File: config.mk
export PLATFORM = sky130hd
export DESIGN_NAME = instr_fetch
export DESIGN_NICKNAME = d
export VERILOG_FILES = /design/src/rtl/instr_fetch_pkg.sv /design/src/rtl/instr_fetch_fifo.sv /design/src/rtl/instr_fetch.sv
export SDC_FILE = /design/constraint.sdc
export NUM_CORES = 1
export LEC_CHECK = 0
export CORE_MARGIN = 8
export CORE_UTILIZATION = 51
export DETAILED_ROUTE_END_ITERATION = 12
export HOLD_SLACK_MARGIN = 0.15
export PLACE_DENSITY = 0.81
export SLEW_MARGIN = 20
export SYNTH_ARGS = -nofsm -noshare
export SYNTH_HDL_FRONTEND = slang
export SYNTH_HIERARCHICAL = 1
export SYNTH_SLANG_ARGS = --single-unit
File: constraint.sdc
create_clock -name clk -period 3.97 [get_ports clk]
set_clock_uncertainty 0.15 [all_clocks]
set_input_delay 0.397 -clock clk [delete_from_list [all_inputs] [get_ports clk]]
set_output_delay 0.397 -clock clk [all_outputs]
set_load 0.005 [all_outputs]
File: src/rtl/instr_fetch_pkg.sv
// Shared types and constants for the instruction fetch stage.
package instr_fetch_pkg;

  localparam logic [31:0] INSTR_BYTES = 32'd4;

  typedef struct packed {
    logic [31:0] instr;
    logic        fault;
  } fetch_entry_t;

endpackage

File: src/rtl/instr_fetch_fifo.sv
// Synchronous FIFO of fetched words. Flush has priority over push and pop.
// The caller never pops when empty and never pushes into a full FIFO without a pop.
module instr_fetch_fifo
  import instr_fetch_pkg::*;
#(
  parameter int DEPTH = 2
) (
  input  logic                     clk,
  input  logic                     rst,
  input  logic                     push_i,
  input  logic                     pop_i,
  input  logic                     flush_i,
  input  fetch_entry_t             data_i,
  output fetch_entry_t             data_o,
  output logic                     full_o,
  output logic                     empty_o,
  output logic [$clog2(DEPTH):0]   count_o
);

  localparam int AW = $clog2(DEPTH);

  fetch_entry_t  mem_q [DEPTH];
  logic [AW-1:0] wr_ptr_q;
  logic [AW-1:0] rd_ptr_q;
  logic [AW:0]   count_q;

  // Storage is reset so the head output reads as zero straight out of reset.
  always_ff @(posedge clk or posedge rst) begin
    if (rst) begin
      for (int i = 0; i < DEPTH; i++) mem_q[i] <= '0;
      wr_ptr_q <= '0;
      rd_ptr_q <= '0;
      count_q  <= '0;
    end else if (flush_i) begin
      wr_ptr_q <= '0;
      rd_ptr_q <= '0;
      count_q  <= '0;
    end else begin
      if (push_i) begin
        mem_q[wr_ptr_q] <= data_i;
        wr_ptr_q        <= wr_ptr_q + AW'(1);
      end
      if (pop_i) rd_ptr_q <= rd_ptr_q + AW'(1);
      count_q <= count_q + (AW+1)'(push_i) - (AW+1)'(pop_i);
    end
  end

  assign data_o  = mem_q[rd_ptr_q];
  assign full_o  = (count_q == (AW+1)'(DEPTH));
  assign empty_o = (count_q == '0);
  assign count_o = count_q;

endmodule

File: src/rtl/instr_fetch.sv
// Instruction fetch: issues word requests to imem, buffers responses, feeds decode.
// Redirects flush the buffer and mark in-flight (and held, ungranted) requests for discard.
module instr_fetch
  import instr_fetch_pkg::*;
#(
  parameter logic [31:0] RESET_PC  = 32'h0000_0000,
  parameter int          BUF_DEPTH = 2
) (
  input  logic        clk,
  input  logic        reset,
  input  logic        redirect_i,
  input  logic [31:0] redirect_pc_i,
  input  logic        fetch_stall_i,
  output logic        imem_req_o,
  output logic [31:0] imem_addr_o,
  input  logic        imem_gnt_i,
  input  logic        imem_rvalid_i,
  input  logic [31:0] imem_rdata_i,
  input  logic        imem_err_i,
  output logic        instr_valid_o,
  output logic [31:0] instr_o,
  output logic [31:0] instr_pc_o,
  output logic        instr_fault_o,
  input  logic        instr_ready_i,
  output logic [31:0] fetch_pc_o
);

  localparam int CW = $clog2(BUF_DEPTH) + 1;

  logic [31:0]   req_pc_q, req_pc_d;
  logic [31:0]   out_pc_q, out_pc_d;
  logic [31:0]   hold_addr_q, hold_addr_d;
  logic [CW-1:0] outst_q, outst_d;
  logic [CW-1:0] drop_q, drop_d;
  logic          held_q, held_d;
  logic          held_drop_q, held_drop_d;

  logic [CW-1:0] fifo_count;
  logic          fifo_full, fifo_empty;
  logic          push, pop, gnt, issue_ok;
  logic [CW:0]   used;
  logic [31:0]   redirect_pc;
  fetch_entry_t  push_entry, head;

  assign redirect_pc = {redirect_pc_i[31:2], 2'b00};
  assign pop         = !fifo_empty && instr_ready_i && !redirect_i;

  // A same-cycle pop frees a slot, which is what sustains one word per cycle.
  assign used       = {1'b0, outst_q} + {1'b0, fifo_count} - (CW+1)'(pop);
  assign issue_ok   = !fetch_stall_i && !redirect_i && (used < (CW+1)'(BUF_DEPTH));
  assign imem_req_o = !reset && (held_q || issue_ok);
  assign imem_addr_o = held_drop_q ? hold_addr_q : req_pc_q;
  assign gnt        = imem_req_o && imem_gnt_i;

  assign push             = imem_rvalid_i && !redirect_i && (drop_q == '0);
  assign push_entry.instr = imem_err_i ? 32'h0 : imem_rdata_i;
  assign push_entry.fault = imem_err_i;

  always_comb begin
    req_pc_d    = req_pc_q;
    out_pc_d    = out_pc_q;
    hold_addr_d = hold_addr_q;
    held_d      = imem_req_o && !imem_gnt_i;
    held_drop_d = held_drop_q;
    outst_d     = outst_q + CW'(gnt) - CW'(imem_rvalid_i);
    drop_d      = drop_q;
    if (redirect_i) begin
      req_pc_d = redirect_pc;
      out_pc_d = redirect_pc;
      // Everything still in flight after this cycle belongs to the old stream.
      drop_d   = outst_d;
      if (imem_req_o && !imem_gnt_i) begin
        held_drop_d = 1'b1;
        hold_addr_d = imem_addr_o;
      end
      if (gnt) held_drop_d = 1'b0;
    end else begin
      if (gnt && held_drop_q) begin
        drop_d      = drop_d + CW'(1);
        held_drop_d = 1'b0;
      end else if (gnt) begin
        req_pc_d = req_pc_q + INSTR_BYTES;
      end
      if (imem_rvalid_i && (drop_q != '0)) drop_d = drop_d - CW'(1);
      if (pop) out_pc_d = out_pc_q + INSTR_BYTES;
    end
  end

  always_ff @(posedge clk or posedge reset) begin
    if (reset) begin
      req_pc_q    <= RESET_PC;
      out_pc_q    <= RESET_PC;
      hold_addr_q <= RESET_PC;
      outst_q     <= '0;
      drop_q      <= '0;
      held_q      <= 1'b0;
      held_drop_q <= 1'b0;
    end else begin
      req_pc_q    <= req_pc_d;
      out_pc_q    <= out_pc_d;
      hold_addr_q <= hold_addr_d;
      outst_q     <= outst_d;
      drop_q      <= drop_d;
      held_q      <= held_d;
      held_drop_q <= held_drop_d;
    end
  end

  instr_fetch_fifo #(.DEPTH(BUF_DEPTH)) u_fetch_fifo (
    .clk     (clk),
    .rst     (reset),
    .push_i  (push),
    .pop_i   (pop),
    .flush_i (redirect_i),
    .data_i  (push_entry),
    .data_o  (head),
    .full_o  (fifo_full),
    .empty_o (fifo_empty),
    .count_o (fifo_count)
  );

  assert property (@(posedge clk) disable iff (reset) !(push && fifo_full && !pop));

  assign instr_valid_o = !fifo_empty;
  assign instr_o       = head.instr;
  assign instr_fault_o = head.fault;
  assign instr_pc_o    = out_pc_q;
  assign fetch_pc_o    = req_pc_q;

endmodule

==> impl_metrics.csv, run 1 <==
group,metric,value,unit
power,switchingPower,0.00160,W
global_routing,grt.overflow.total,0,
drt,drt_wl_total,22000,um
clocking,cts_setup_buffers,0,
floorplanning,die_x,148,um
global_routing,grt_max_degree,99,
drt,drt-initial-drc-count,218,
cells_and_area,fin_area,11700,sq um
clocking,h-tree-depth,4,
cells_and_area,fin_nets,1022,
cells_and_area,seq_area,4200,sq um
clocking,cts.sinks,168,
hold_path,hp-start,"hold_addr_q[1]",
power,peakVddDrop,0.322,mV
sta,finalCritPeriodShare,0.946,
clocking,clockBufferDepth,2,
run,cap_violations,0,
global_routing,grt_usage,0.204,
placement,dp_hpwl,15500,um
placement,placed_cell_area,11100,sq um
global_routing,first_global_vias,6794,
setup_path,crit_start,"u_fetch_fifo/count_o[0]",
power,power.leakage,5.06,nW
cells_and_area,multiInputGateArea,4410,sq um
drt,antenna_left,0,
setup_path,worstPathMaxFanout,9,
power,p_sw_frac,0.269,
placement,port_buffers,196,
setup_path,max_stage_delay,590,ps
cells_and_area,drive_gt1_frac,0.277,
drt,via_count,6403,
floorplanning,rows,48,
sta,finalHoldViolations,0,
global_routing,antenna_found_initial,0,
drt,wire_per_inst,18.7,um
sta,rsz0062_at_grt,"no",
clocking,clk_pin_slew,60,ps
cells_and_area,area_delta_synth_final,31.2,%
placement,gp_congestion,0.853,
power,power_frac_comb,0.317,
sta,setup_tns,0,ps
sta,min_period,3750,ps
sta,fin_hold_ws,336,ps
setup_path,worstSetupPathType,"reg2out",
drt,viasPerCell,5.44,
sta,setup-violations-final,0,
power,clock_power_share,0.288,
sta,clock.fmax,0.266,GHz
outcome,status,"completed",
power,seqPwrFrac,0.395,
clocking,cts_buffers,17,
clocking,cts_tree,"done",
synthesis,syn_avg_cell_area,12.0,sq um
setup_path,cp.arrival,3210,ps
floorplanning,coreArea,17200,sq um
cells_and_area,insertedDiodeCount,0,
hold_path,hp-class,"reg2reg",
sta,slew-limit-headroom,0.459,
floorplanning,initial_core_util,0.519,
setup_path,cpMaxStageDelayCell,"clkdlybuf4s50_1",
floorplanning,die_h,148,um
clocking,clock_latency,420,ps
setup_path,endpoint_kind,"output pin",
floorplanning,die_area,22000,sq um
power,p_int,0.00436,W
clocking,root_buffer,"clkbuf_16",
drt,drt_pass1_iterations,4,
sta,slew_viol_final,0,
floorplanning,boundaryPins,203,
sta,worst_slew_pin_slew,810,ps
synthesis,yosys_warnings,6,
setup_path,required,3420,ps
setup_path,r2r_start,"u_fetch_fifo/count_o[0]",
power,p_per_area,509,nW/um^2
cells_and_area,num-fill-cells,1285,
synthesis,syn_area,8940,sq um
synthesis,syn_inst,745,
global_routing,grt_pass1_wl,35900,um
setup_path,worstSetupStartpointType,"flop",
setup_path,cp_cell_sequence,"nor2_2, nor2b_1, and2_1, ha_1, nand2b_1, fa_1, nor4b_2, a21oi_2, inv_2, clkdlybuf4s50_1",
drt,route.detailed.drc,0,
==> what timing repair did <==
item | 4_1_cts | 5_1_grt
resized for setup | 0 | 1
endpoints found under the setup margin | 0 | 1
hold buffers | 0 | 0
==> power groups by stage <==
stage / logic (W) / clock network (W) / registers, W
finish: 0.00189 / 0.00172 / 0.00236
global placement: 0.00187 / 0 / 0.00236
global route: 0.00207 / 0.00183 / 0.00241
CTS: 0.00192 / 0.00175 / 0.00236
detailed placement: 0.00190 / 0 / 0.00238
floorplan: 0.00105 / 0 / 0.00231
==> registers in the layout, indices dropped and copies added (netlist names), 2 cells and up <==
name / count
outst_q: 2
u_fetch_fifo/count_o: 2
instr_pc_o: 30
u_fetch_fifo/mem_q: 66
fetch_pc_o: 30
hold_addr_q: 32
drop_q: 2
==> placed cells by master, fill, tap and decap left out, types with 3 or more instances in the layout <==
| cell type | count |
|---|---|
| xnor2_1 | 41 |
| inv_1 | 19 |
| buf_4 | 17 |
| clkbuf_16 | 17 |
| nand2_1 | 23 |
| nor4_2 | 3 |
| and4_1 | 4 |
| nand3_2 | 3 |
| nor2_1 | 25 |
| nor2b_1 | 36 |
| xor2_1 | 14 |
| and2_1 | 6 |
| mux2_2 | 185 |
| or2_2 | 3 |
| nor3_2 | 3 |
| conb_1 | 4 |
| clkbuf_8 | 5 |
| bufinv_16 | 3 |
| a21oi_1 | 16 |
| nand4_1 | 20 |
| a21boi_1 | 5 |
| nand2b_1 | 7 |
| a31oi_1 | 3 |
| nand3_1 | 21 |
| clkdlybuf4s50_1 | 196 |
| o21a_1 | 6 |
| nor4_1 | 5 |
| mux2i_1 | 9 |
| ha_1 | 9 |
| and3_1 | 5 |
| nor3_1 | 17 |
| dfrtp_1 | 168 |
| clkinv_2 | 3 |
| o21ai_0 | 5 |
==> final cells by class <==
type	instances	share of cell area
Clock buffer	24	0.0428
Clock inverter	7	0.00981
Inverter	24	0.00917
Multi-Input combinational cell	515	0.376
Sequential cell	168	0.358
Tap cell	225	0.0240
Timing Repair Buffer	214	0.180
==> critical path: cells and delay by family (launching register included) <==
family                   cells  cell delay (ps)
flip-flops                   1              410
AND/OR/NAND/NOR              5              800
buffers and inverters        2              750
AO/OA/AOI/OAI                1              110
adder cells (fa/ha/maj)      2              730
==> layer usage <==
metal	wire length, um	global-route usage	part of all wire
met1	9420	0.249	0.43
met4	411	0.0673	0.019
met3	1930	0.0802	0.088
met2	10200	0.323	0.46
met5	0	0	0
==> per-stage QoR <==
stage | cells | worst slack, ps | util | total power, W
after floorplan | 748 | 64.6 | - | 0.00336
after global placement | 1146 | 196 | 0.645 | 0.00424
after detailed placement | 1146 | 148 | 0.645 | 0.00429
after CTS | 1177 | 137 | 0.680 | 0.00603
after global routing | 1177 | 38.2 | 0.681 | 0.00631
final | 1177 | 215 | 0.681 | 0.00597
==> path summary, 6_finish.rpt <==
path,to,slack [ps],cells after the start
worst max-delay path,imem_req_o,220,10
worst min-delay path,hold_addr_q[1],340,1
worst max register to register,drop_q[1],510,17
worst min register to register,hold_addr_q[1],340,1
max in group asynchronous,u_fetch_fifo/mem_q[34],2530,3
min in group asynchronous,hold_addr_q[1],430,3
No activity file was read; power rests on OpenSTA's default activity.
==> inputs of run 2 (changes only) <==
SKIP_CTS_REPAIR_TIMING = 1   (was not set)
==> results of run 2 <==
The final DEF is identical to that of run 1; final timing and power are the same.
==> variant 1, RTL diff (settings of run 1) <==
Put a register stage on the output `instr_fault_o`. The value now appears one clock later. The other outputs are not delayed to match.
--- a/src/rtl/instr_fetch.sv
+++ b/src/rtl/instr_fetch.sv
@@ -124,5 +124,7 @@
   assign instr_valid_o = !fifo_empty;
   assign instr_o       = head.instr;
-  assign instr_fault_o = head.fault;
+  always_ff @(posedge clk) begin
+    instr_fault_o <= head.fault;
+  end
   assign instr_pc_o    = out_pc_q;
   assign fetch_pc_o    = req_pc_q;
Function: changed (a bounded check fails within 4 cycles, from zero or initial values and one cycle with reset high).
==> variant 1 against run 1 <==
Sequential cell count grew 1. Critical endpoint is now drop_q[1]$_DFF_PP0_. Worst hold slack gained 3.0 ps. Cell area shrank 0.43%. Worst setup slack gained 210 ps. Wire length shrank 1.4%. Largest power group unchanged. Power shrank 2.2%. Via count shrank 0.72%. Synthesized area grew 0.22%. Non-clock buffer count shrank 1.
==> variant 1: results (changes against run 1) <==
clock-pin slew of the registers on the worst-case setup and hold paths 70 ps; HP Class register to register; PostCTS Resize Cnt 0 (unchanged); number of DRC markers after the initial detailed-route iteration 248 (+14%); WL/cell 18.38 microns (-1.5%); run status completed; reg-to-reg setup timing slack 420 ps (-90 ps); critical path arrival 3750 ps (+540 ps); GRT Util Overall 0.2017 (-0.002061); via count of the first global-routing pass 6734 (-0.88%); critical path endpoint drop_q[1]$_DFF_PP0_; standby leakage power 5.043 nW (-0.28%); Non-Filler Cell Area, Final 11680 sq um (-0.43%); half-perimeter wire length after detailed placement 15570 microns (+0.34%); First-pass DRT Iterations 4 (unchanged); antenna violations before repair 1 (+1); sw frac 0.2878 (+0.01896); VDD IR max 0.3218 mV (about the same); worst-margin pin slew 1070 ps (+260.4 ps); cell depth of the worst flop-to-flop path 17 (unchanged); number of fillers in the final layout 1321 (+2.8%); kind of cell adding the most delay to the critical path adder cells; post-place instance area 11110 sq um (unchanged); Worst-Skew Late Latency 430 ps; clock buffers created by TritonCTS 17 (unchanged); stage delay of the slowest cell on the critical path 470 ps (-120 ps); synth warn 6 (unchanged); biggest registers after layout u_fetch_fifo/mem_q (66), hold_addr_q (32); Port Buffer Count 196 (unchanged); met1 usage 0.2510 (+0.001826); crit path launch u_fetch_fifo/count_o[0]$_DFF_PP0_; maximum fanout encountered on the critical timing path 8 (-1); final weighted congestion in routability-driven placement 0.8366 (-1.9%); cell at the slowest stage of the critical path fa_1; met2 routing resource usage after global routing 0.3111 (-0.01215); routed via count divided by cell count 5.396 (-0.80%); global-route wire length before repair 35330 microns (-1.6%); Global Route met3 Usage 0.07900 (-0.001215); setup bufs post-CTS 0 (unchanged); H-tree level count 4 (unchanged); fin nets 1022 (unchanged); count of inserted antenna diode cells 0 (unchanged); fraction of layout cells with a size suffix above 1 0.2791 (+0.001808); largest net degree at the start of global routing 71 (-28%); clock tree root buffer cell clkbuf_16; largest buffer count on any clock path 2 (unchanged)
[variant 1: per-layer routing]
metal / vias to the layer above / wire (microns)
met1: 3126 / 9345
met4: 2 / 365
li1: 3022 / -
met5: - / 10
met3: 26 / 1976
met2: 181 / 9954
[variant 1: worst reg2reg max path: stages, from the launching register on]
cell      delay [ps]
dfrtp_1          400
nor2_2           180
nor2b_1           90
and2_1           200
ha_1             270
nand2b_1         150
fa_1             470
nor4b_2          210
a21oi_2          100
inv_2            160
nand2_1           80
ha_1             290
inv_1             40
ha_1             180
xnor2_1          170
xnor2_1          170
nand2_1           80
o21ai_0           80
[variant 1: through the flow]
step | std cells | setup slack [ps] | hold WS, ps
after CTS | 1178 | 53.61 | 340.8
after floorplan | 749 | 64.57 | 299.6
final | 1178 | 421.0 | 339.5
after detailed placement | 1146 | 27.25 | 325.0
after global routing | 1178 | 124.4 | 360.5
after global placement | 1146 | 105.6 | 311.8
[variant 1: power groups by stage]
stage                     Sequential (mW)  Clock [mW]  Combinational [mW]
after floorplan                      2.33           0                1.05
after global placement               2.38           0                1.86
after detailed placement             2.41           0                1.89
after CTS                            2.38        1.61                1.91
after global routing                 2.44        1.69                2.05
final                                2.38        1.57                1.88
[variant 1: area by class of cell]
cell class	count	share of cell area
Tap cell	225	0.02410
Multi-Input combinational cell	515	0.3777
Clock inverter	13	0.009640
Sequential cell	169	0.3616
Timing Repair Buffer	213	0.1791
Clock buffer	19	0.03877
Inverter	24	0.009105
[variant 1: worst min-delay path by stage]
stage	startpoint	to	slack, ps	cells after the start
global route	u_fetch_fifo/mem_q[11]$_DFFE_PP0P_	u_fetch_fifo/mem_q[11]$_DFFE_PP0P_	360	1
finish	u_fetch_fifo/mem_q[55]$_DFFE_PP0P_	u_fetch_fifo/mem_q[55]$_DFFE_PP0P_	340	1
global placement	hold_addr_q[1]$_DFFE_PP0P_	hold_addr_q[1]$_DFFE_PP0P_	310	1
detailed placement	u_fetch_fifo/mem_q[56]$_DFFE_PP0P_	u_fetch_fifo/mem_q[56]$_DFFE_PP0P_	320	1
floorplan	hold_addr_q[0]$_DFFE_PP0P_	hold_addr_q[0]$_DFFE_PP0P_	300	1
CTS	u_fetch_fifo/mem_q[56]$_DFFE_PP0P_	u_fetch_fifo/mem_q[56]$_DFFE_PP0P_	340	1
==> variant 2, RTL diff (settings of run 1) <==
Made on the original files. Set the parameter `BUF_DEPTH` to 4 (it was 2).
--- a/src/rtl/instr_fetch.sv
+++ b/src/rtl/instr_fetch.sv
@@ -5,5 +5,5 @@
 #(
   parameter logic [31:0] RESET_PC  = 32'h0000_0000,
-  parameter int          BUF_DEPTH = 2
+  parameter int          BUF_DEPTH = 4
 ) (
   input  logic        clk,
Check against the original RTL: not equivalent (a bounded check fails within 4 cycles, from zero or initial values and one cycle with reset high).
==> variant 2 against run 1 <==
Sequential cell count grew 71. Register-to-register slack lost 240 ps. Clock power grew 44%. Cell area grew 33%. Count of clock-buffer cells in the layout grew 18. Worst setup slack gained 59 ps. Core utilization shrank 3.6 points. Power grew 33%. Synthesized area grew 39%. Die area grew 35%. Combinational power grew 25%. Wire length grew 39%. Critical endpoint is now drop_q[2]$_DFF_PP0_.
==> variant 2: results (changes against run 1) <==
VDD IR max 0.5743 mV (+78%); antenna violations before repair 2 (+2); largest net degree at the start of global routing 140 (+41%); synth warn 6 (unchanged); stage delay of the slowest cell on the critical path 430 ps (-160 ps); depth of the worst hold-timing path 3 (+2); min-delay src redirect_i; clock-pin slew of the registers on the worst-case setup and hold paths 60 ps (about the same); maximum fanout encountered on the critical timing path 6 (-3); Min Hold Slack 294.9 ps (-41.51 ps); number of DRC markers after the initial detailed-route iteration 515 (+140%); H-tree level count 1 (-3); fraction of layout cells with a size suffix above 1 0.2608 (-0.01655); First-pass DRT Iterations 5 (+1); run status completed; met2 routing resource usage after global routing 0.3274 (+0.004147); critical path arrival 3960 ps (+750 ps); WL/cell 20.52 microns (+10%); Int Power 5.751 mW (+32%); Comb pwr share 0.298 (-0.019); via count 8450 (+32%); cell at the slowest stage of the critical path dfrtp_1; GRT Util Overall 0.2071 (+0.003397); hold bufs inserted after CTS 0 (unchanged); critical path endpoint drop_q[2]$_DFF_PP0_; via count of the first global-routing pass 8974 (+32%); clock group total power 2.48 mW (+44%); met1 usage 0.2729 (+0.02369); final weighted congestion in routability-driven placement 0.8801 (+3.2%); Global Route met3 Usage 0.06826 (-0.01195); global-route wire length before repair 49200 microns (+37%); Final Cycle Share 0.9309 (-0.01482); standby leakage power 7.073 nW (+40%); top sig layer met5; routed length on met2 14010 microns (+37%); reg-to-reg setup timing slack 270 ps (-240 ps); half-perimeter wire length after detailed placement 20510 microns (+32%); detailed-routing wirelength on met1 13160 microns (+40%); crit path launch u_fetch_fifo/count_o[1]$_DFF_PP0_; fin nets 1236 (+21%); biggest registers after layout u_fetch_fifo/mem_q (132), hold_addr_q (32); largest buffer count on any clock path 3 (+1); worst slack at placement -10.05 ps (-158.2 ps); relative max-transition margin 0.3728 (-0.08652); clock buffers created by TritonCTS 26 (+9); post-place instance area 14670 sq um (+32%); met3 wire length 2670 microns (+38%); HP Class input port to register; Worst-Skew Late Latency 520 ps (+100 ps); end of the worst hold path u_fetch_fifo/wr_ptr_q[1]$_DFFE_PP0P_
[variant 2: layout make-up]
class / instances / area (sq um)
clock buffer: 42 / 822.0
clock inverter: 4 / 70.07
fill: 1754 / 8602
inverter: 41 / 161.4
multi-input combinational: 618 / 5984
sequential: 239 / 5982
tap: 324 / 405.4
timing repair buffer: 218 / 2150
[variant 2: worst min-delay path, stage by stage]
cell and delay [ps]:
buf_2 110, buf_4 270, nor2_1 140
[variant 2: metrics by stage]
| step | cells | total power, mW | setup TNS, ps | utilization |
|---|---|---|---|---|
| CTS | 1486 | 8.056 | 0 | 0.6437 |
| detailed placement | 1440 | 5.525 | -10.05 | 0.6068 |
| global placement | 1440 | 5.446 | 0 | 0.6068 |
| floorplan | 957 | 4.434 | 0 | - |
| finish | 1486 | 7.964 | 0 | 0.6442 |
| global route | 1486 | 8.408 | 0 | 0.6442 |
